File: config.mk
export PLATFORM = sky130hd
export DESIGN_NAME = icache
export DESIGN_NICKNAME = d
export VERILOG_FILES = /design/src/rtl/icache.sv
export SDC_FILE = /design/constraint.sdc
export NUM_CORES = 1
export LEC_CHECK = 0
export BUFFER_PORTS_ARGS = -buffer_cell sky130_fd_sc_hd__buf_4
export CELL_PAD_IN_SITES_DETAIL_PLACEMENT = 1
export CELL_PAD_IN_SITES_GLOBAL_PLACEMENT = 1
export CORE_MARGIN = 2
export CORE_UTILIZATION = 51
export DETAILED_ROUTE_END_ITERATION = 10
export HOLD_SLACK_MARGIN = 0.05
export PLACE_DENSITY = 0.91
export SETUP_SLACK_MARGIN = 0.05
export SYNTH_ARGS = -nofsm -noshare
export SYNTH_HDL_FRONTEND = slang
export SYNTH_SLANG_ARGS = --single-unit
export TNS_END_PERCENT = 20
File: constraint.sdc
create_clock -name CLK -period 3.4 [get_ports CLK]
set_clock_uncertainty 0.15 [all_clocks]
set_input_delay 0.34 -clock CLK [delete_from_list [all_inputs] [get_ports CLK]]
set_output_delay 0.34 -clock CLK [all_outputs]
set_load 0.03 [all_outputs]
File: src/rtl/icache.sv
// Direct-mapped, read-only instruction cache with two-word (8-byte) blocks.
// Lookup and miss requests are purely combinational; the only state is the
// frame array, written when memory answers an outstanding block request.
module icache #(
  parameter int NUM_SETS  = 8,
  parameter int ADDR_BITS = 16
) (
  input  logic                 CLK,
  input  logic                 nRST,
  output logic                 DUT_error,
  input  logic                 icache_REN,
  input  logic [31:0]          icache_addr,
  input  logic                 icache_halt,
  output logic                 icache_hit,
  output logic [31:0]          icache_load,
  output logic                 imem_REN,
  output logic [ADDR_BITS-4:0] imem_block_addr,
  input  logic                 imem_hit,
  input  logic [1:0][31:0]     imem_load
);

  localparam int IDX_BITS = $clog2(NUM_SETS);
  localparam int TAG_BITS = ADDR_BITS - 3 - IDX_BITS;

  // Frame storage: valid bit, tag and both words of the block.
  logic [NUM_SETS-1:0] valid_q, valid_d;
  logic [TAG_BITS-1:0] tag_q  [NUM_SETS];
  logic [TAG_BITS-1:0] tag_d  [NUM_SETS];
  logic [1:0][31:0]    data_q [NUM_SETS];
  logic [1:0][31:0]    data_d [NUM_SETS];

  // Address decomposition; byte-offset and upper bits carry no meaning here.
  logic [IDX_BITS-1:0] idx;
  logic [TAG_BITS-1:0] tag;
  logic                word_off;
  logic                unused_addr_bits;

  assign idx              = icache_addr[3 +: IDX_BITS];
  assign tag              = icache_addr[3 + IDX_BITS +: TAG_BITS];
  assign word_off         = icache_addr[2];
  assign unused_addr_bits = ^{icache_addr[31:ADDR_BITS], icache_addr[1:0]};

  logic req;
  logic hit;
  logic fill;

  // Outputs are gated by nRST so they fall to zero the instant reset asserts,
  // without waiting for the cleared valid bits to propagate.
  assign req  = icache_REN & ~icache_halt & nRST;
  assign hit  = req & valid_q[idx] & (tag_q[idx] == tag);
  assign fill = imem_REN & imem_hit;

  // Core- and memory-side outputs: hit data, miss request, protocol error.
  always_comb begin
    // NOTE: every output gets a default first so no path leaves it unassigned,
    // which would otherwise infer a latch.
    icache_hit      = 1'b0;
    icache_load     = 32'h0;
    imem_REN        = 1'b0;
    imem_block_addr = '0;
    DUT_error       = 1'b0;
    if (hit) begin
      icache_hit  = 1'b1;
      icache_load = data_q[idx][word_off];
    end
    if (req && !hit) begin
      imem_REN        = 1'b1;
      imem_block_addr = icache_addr[ADDR_BITS-1:3];
    end
    // A response with no outstanding request is flagged and never written.
    DUT_error = imem_hit & ~imem_REN & nRST;
  end

  // Next frame contents: a returned block overwrites whatever occupied idx.
  always_comb begin
    valid_d = valid_q;
    tag_d   = tag_q;
    data_d  = data_q;
    if (fill) begin
      valid_d[idx] = 1'b1;
      tag_d[idx]   = tag;
      data_d[idx]  = imem_load;
    end
  end

  // Frame array register; the whole array clears on reset.
  always_ff @(posedge CLK or negedge nRST) begin
    // NOTE: the storage is a small flop array, not an SRAM macro, so clearing
    // it on reset is cheap and makes reset contents deterministic.
    if (!nRST) begin
      valid_q <= '0;
      for (int i = 0; i < NUM_SETS; i++) begin
        tag_q[i]  <= '0;
        data_q[i] <= '0;
      end
    end else begin
      // NOTE: non-blocking assignments keep every flop sampling pre-edge values.
      valid_q <= valid_d;
      tag_q   <= tag_d;
      data_q  <= data_d;
    end
  end

endmodule

==> results.toml, run 1 <==
[synth]
avgSynthCellArea_um2 = 13.9
synth_top_area_cell = "dfrtp_1"
synth_top_cell_area_share = 0.552
muxShareOfSynthArea = 0.320
synth_cells = 1960
synth-xor-area-share = 0.00258
synth_compound_area_frac = 0.0730
syn-num-nets = 2061
synthFlopType = "dfrtp_1"
synth-seq-area-share = 0.552
yosys.area_share.adder = 0
synth_simple_gate_area_frac = 0.0253
ys_seq_elements = 600
synthDistinctLibCells = 48
yosysWarnings = 0
synthTopCellsByArea = "dfrtp_1 55%, mux2_2 28%, mux4_2 2.6%, o22ai_1 2.3%, mux2i_1 1.4%"
synth_edf_count = 0
netlist_area_um2 = 27200
synthArstFlopShare = 1.00
synth_top_family_by_area = "multiplexers"

[timing]
fin_crit_sh = 1.16
slew_violations = 0
fmax_mhz = 254
worst_slew_margin_rel = 0.249
setup_ws_ns = -0.543
fin_crit_ns = 3.94
worst_pin_slew_ns = 1.13
rsz0062_at_grt = "yes"
finalHoldViolCount = 0
holdWs_ns = 0.287
final-setup-viol-count = 48
tns_ns = -21.28

[clock_tree]
numCtsBuffers = 61
htreeDepth = 2
cts_tree = "yes"
clockBufferDepth = 3
insertion_delay_ns = 0.66
cts_root_buf = "clkbuf_16"
clkTransAtPathRegs_ns = 0.07
clock_sinks = 600

[detailed_routing]
avgRoutedWirePerCell_um = 37.1
drt_wl_total_um = 109000
dr.pass1.iters = 7
route.detailed.drc = 0
num_vias = 20700
antenna_left = 0
viasPerCell = 7.03
initialDrtViolationCount = 2561

[critical_path]
cp_max_fo = 8
crit_required_ns = 2.91
endpoint_kind = "output pin"
crit_path_start_kind = "register"
arrival_ns = 3.45
path_class = "register to output pin"

[floorplan]
die_h_um = 235
io_pins = 149
die_area_um2 = 55200
start_util = 0.517
die_w_um = 235
rows = 84
coreArea_um2 = 52700

[placement]
gp_congestion = 0.814
placedCellCount = 2745
pre_cts_ws_ns = -0.0609
io_buffer_count = 130
hpwlAfterDp_um = 55900
place_area_um2 = 29800

[outcome]
status = "complete, but fails checks"
violations = "setup timing"

[final_layout]
final_cells = 2944
multiInputGateArea_um2 = 11700
area_delta_synth_final_pct = 20.9
n_fill_cell = 4799
final-seq-area_um2 = 15000
final_core_util = 0.625
fin_nets = 2302
drive_above_1_share = 0.498
fin_area_um2 = 32900

[global_routing]
grt.total_usage = 0.393
grt_pass1_wl_um = 162000
grt_pass1_vias = 23400
antenna_found_initial = 7
grt_max_degree = 182
overflow = 0

[min_path]
hp-class = "primary input to async pin"

[job]
maxCapViolCount = 0

[pwr]
total_power_mw = 18.8
leakagePower_nw = 15.2
p_per_area_nw_per_um2 = 572
peakVddDrop_uv = 464
## repair_timing
item	CTS	global route
buffers inserted	2	4
pin swaps	5	0
setup endpoints to repair	48	639
resized for setup	26	22
hold endpoints to repair	638	0
hold buffers	76	0
gates cloned	0	0
## metal layers
| layer | GRT usage | vias to the layer above | wire, um |
|---|---|---|---|
| li1 | - | 7782 | - |
| met1 | 0.461 | 10700 | 38800 |
| met2 | 0.622 | 1560 | 51100 |
| met3 | 0.111 | 639 | 10600 |
| met4 | 0.281 | 8 | 8740 |
| met5 | 0 | - | 46 |
## path summary, 6_finish.rpt
| check | from | to | slack, ns | depth (start not counted) |
|---|---|---|---|---|
| max | tag_q[9] | icache_load[21] | -0.54 | 10 |
| min | nRST | data_q[106] | 0.29 | 3 |
| max reg2reg | tag_q[55] | data_q[330] | 0.14 | 10 |
| min reg2reg | valid_q[7] | valid_q[7] | 0.34 | 1 |
| max in group asynchronous | nRST | tag_q[21] | 1.23 | 4 |
| min in group CLK | valid_q[7] | valid_q[7] | 0.34 | 1 |
## area by class of cell
cell class,count,area share
antenna,5,0.000380
clock buffer,91,0.0563
clock inverter,22,0.00593
inverter,6,0.000685
multi-input combinational,1197,0.356
sequential,600,0.456
tap,688,0.0262
timing repair buffer,335,0.0976
## report_power, final
| part | switching [mW] | leakage, nW | internal (mW) |
|---|---|---|---|
| sequential | 0.740 | 7.97 | 8.09 |
| combinational | 1.47 | 6.23 | 1.33 |
| clock | 3.19 | 1.03 | 3.98 |
## logic make-up after synthesis
group                  after synthesis
flip-flops                         600
multiplexers                       747
AO/OA/AOI/OAI                      306
AND/OR/NAND/NOR                    136
buffers and inverters              163
XOR/XNOR                             8
## state kept, by name (all words and copies together), names as in the netlist
name,cells
data_q,512
tag_q,80
valid_q,8
## cells in the mapped netlist (18+ instances only)
| cell | number |
|---|---|
| clkbuf_1 | 77 |
| mux4_2 | 31 |
| o22ai_1 | 100 |
| nor2_1 | 47 |
| a21oi_1 | 65 |
| nand2_1 | 21 |
| buf_1 | 18 |
| o221ai_1 | 37 |
| dfrtp_1 | 600 |
| mux2i_1 | 38 |
| buf_2 | 54 |
| o21ai_0 | 44 |
| mux2_2 | 678 |
## critical path, cell delays in order (launching register included)
cell and delay, ns:
dfrtp_1 0.41, mux4_2 0.50, mux2i_1 0.25, xor2_1 0.20, nand4_1 0.22, nor2_2 0.29, nand2_2 0.18, buf_6 0.23
buf_4 0.18, nor2_1 0.15, buf_4 0.19
## placed cells by master, fill, tap and decap left out, types with 10 or more instances in the layout
cell,count
a211oi_1,13
dlygate4sd3_1,76
buf_4,205
mux2i_1,37
a21oi_1,48
nand2_1,20
and3_1,12
buf_6,19
dfrtp_1,600
o221ai_1,37
clkbuf_16,63
nor2_1,41
nand2b_1,12
or2_2,13
clkbuf_1,11
clkbuf_8,17
a21oi_4,13
buf_12,34
o22ai_1,99
o21ai_0,44
nor3_1,10
a221oi_1,11
mux2_2,678
clkinv_2,16
mux4_2,31
Power figures use the tool's default switching activity.
==> run 2: changes to the inputs <==
--- a/config.mk
+++ b/config.mk
@@ -13,6 +13,7 @@
 export DETAILED_ROUTE_END_ITERATION = 10
 export HOLD_SLACK_MARGIN = 0.05
 export PLACE_DENSITY = 0.91
+export REMOVE_ABC_BUFFERS = 1
 export SETUP_SLACK_MARGIN = 0.05
 export SYNTH_ARGS = -nofsm -noshare
 export SYNTH_HDL_FRONTEND = slang
==> run 2 against run 1 <==
Cell area increased by 0.47%. Combinational power decreased by 2%. First-iteration DRC count decreased by 20%. The run still ends with setup timing left. Largest cell class unchanged.
==> results.toml, run 2 (synthesis gave the netlist of run 1 again) <==
[outcome]
status = "complete, but fails checks"
violations = "setup timing"

[pwr]
p_per_area_nw_per_um2 = 570
peakVddDrop_uv = 390
leakagePower_nw = 15.2

[global_routing]
overflow = 0
grt_max_degree = 143
grt_pass1_vias = 23100
grt.total_usage = 0.368
grt_pass1_wl_um = 153000
antenna_found_initial = 6

[clock_tree]
clock_sinks = 600
numCtsBuffers = 66
insertion_delay_ns = 0.64
htreeDepth = 3
cts_tree = "yes"
clockBufferDepth = 3
cts_root_buf = "clkbuf_16"
clkTransAtPathRegs_ns = 0.06

[timing]
rsz0062_at_grt = "yes"
finalHoldViolCount = 0
final-setup-viol-count = 62
fin_crit_ns = 3.93
worst_pin_slew_ns = 1.07
fin_crit_sh = 1.15
holdWs_ns = 0.343
worst_slew_margin_rel = 0.289
fmax_mhz = 255
tns_ns = -20.61
setup_ws_ns = -0.525
slew_violations = 0

[critical_path]
crit_required_ns = 2.91
worstReg2RegStart = "tag_q[47]"
crit_path_start_kind = "register"
path_class = "register to output pin"
critical_path.n_buffers_inverters = 2
critPathSlowestCell = "mux4_2"
cp_max_fo = 24
path_depth = 9
r2r_cells = 11
r2r_end = "data_q[72]"
endpoint_kind = "output pin"
critPathCapture = "icache_load[28]"
arrival_ns = 3.44
path_cells = "mux4_2, mux2i_2, xor2_1, nand4_1, nor2_2, nand2_2, buf_12, a211oi_2, buf_4"
regToRegSetupSlack_ns = -0.06
slowest_delay_ns = 0.51
critPathTopFamily = "multiplexers"
crit_start = "tag_q[47]"

[min_path]
hp-class = "register to register"

[final_layout]
regMostFlops = "data_q"
drive_above_1_share = 0.503
largest_reg_flops = 512
final_cell_mix = "678 x mux2_2, 600 x dfrtp_1, 160 x buf_4"
largestRegisters = "data_q: 512 flops, tag_q: 80 flops, valid_q: 8 flops"
final_core_util = 0.628
fin_nets = 2285
final_common_cell = "mux2_2"
area_delta_synth_final_pct = 21.5

[floorplan]
coreArea_um2 = 52700
io_pins = 149
die_area_um2 = 55200
die_h_um = 235
die_w_um = 235
rows = 84
start_util = 0.517

[detailed_routing]
route.detailed.drc = 0
antenna_left = 0
initialDrtViolationCount = 2050
drt_wl_total_um = 102000
viasPerCell = 6.79
num_vias = 19900
dr.pass1.iters = 5
avgRoutedWirePerCell_um = 35.0

[placement]
gp_congestion = 0.795
hpwlAfterDp_um = 53100
io_buffer_count = 130

[job]
maxCapViolCount = 0
## run 2: timing repair
action,in CTS,in global routing
setup buffers,4,4
gates resized for setup,47,54
pin swaps,5,3
hold buffers,76,0
hold endpoints to repair,707,0
endpoints found under the setup margin,48,310
## run 2: per-layer routing
| metal | part of all wire | vias to the layer above | track usage |
|---|---|---|---|
| met2 | 0.49 | 1179 | 0.595 |
| met3 | 0.076 | 465 | 0.0926 |
| met5 | 0.00013 | - | 0 |
| met4 | 0.066 | 2 | 0.263 |
| met1 | 0.37 | 10500 | 0.429 |
| li1 | - | 7734 | - |
## run 2: final cells by class
cell class	instances	area (um^2)
Multi-Input combinational cell	1197	11800
Clock inverter	15	165
Fill cell	4765	19600
Timing Repair Buffer	313	3170
Antenna cell	5	12.5
Sequential cell	600	15000
Inverter	6	22.5
Clock buffer	99	1960
Tap cell	688	861
## run 2: metrics by stage
stage                     setup slack [ns]  cell area, um^2  total power [mW]  std cells
final                               -0.525            33000              18.9       2923
after CTS                           -0.323            32800              18.6       2915
after floorplan                      -2.70            26500              10.0       1803
after global placement              0.0265            29700              10.8       2721
after detailed placement           -0.0304            29700              11.2       2721
after global routing                -0.478            33000              19.3       2923
## run 2: worst min-delay path by stage
stage / start / end / slack (ns) / depth (start not counted)
final: valid_q[0] / valid_q[0] / 0.34 / 1
after global routing: valid_q[0] / valid_q[0] / 0.36 / 1
after CTS: valid_q[6] / valid_q[6] / 0.34 / 1
after detailed placement: nRST / tag_q[31] / 0.02 / 1
after global placement: nRST / tag_q[31] / 0.01 / 1
after floorplan: nRST / data_q[0] / -0.11 / 0
## run 2: power by group
| group | leakage [nW] | switching, mW | internal (mW) |
|---|---|---|---|
| Sequential | 7.97 | 0.678 | 8.10 |
| Clock | 1.04 | 3.19 | 4.15 |
| Combinational | 6.16 | 1.39 | 1.35 |
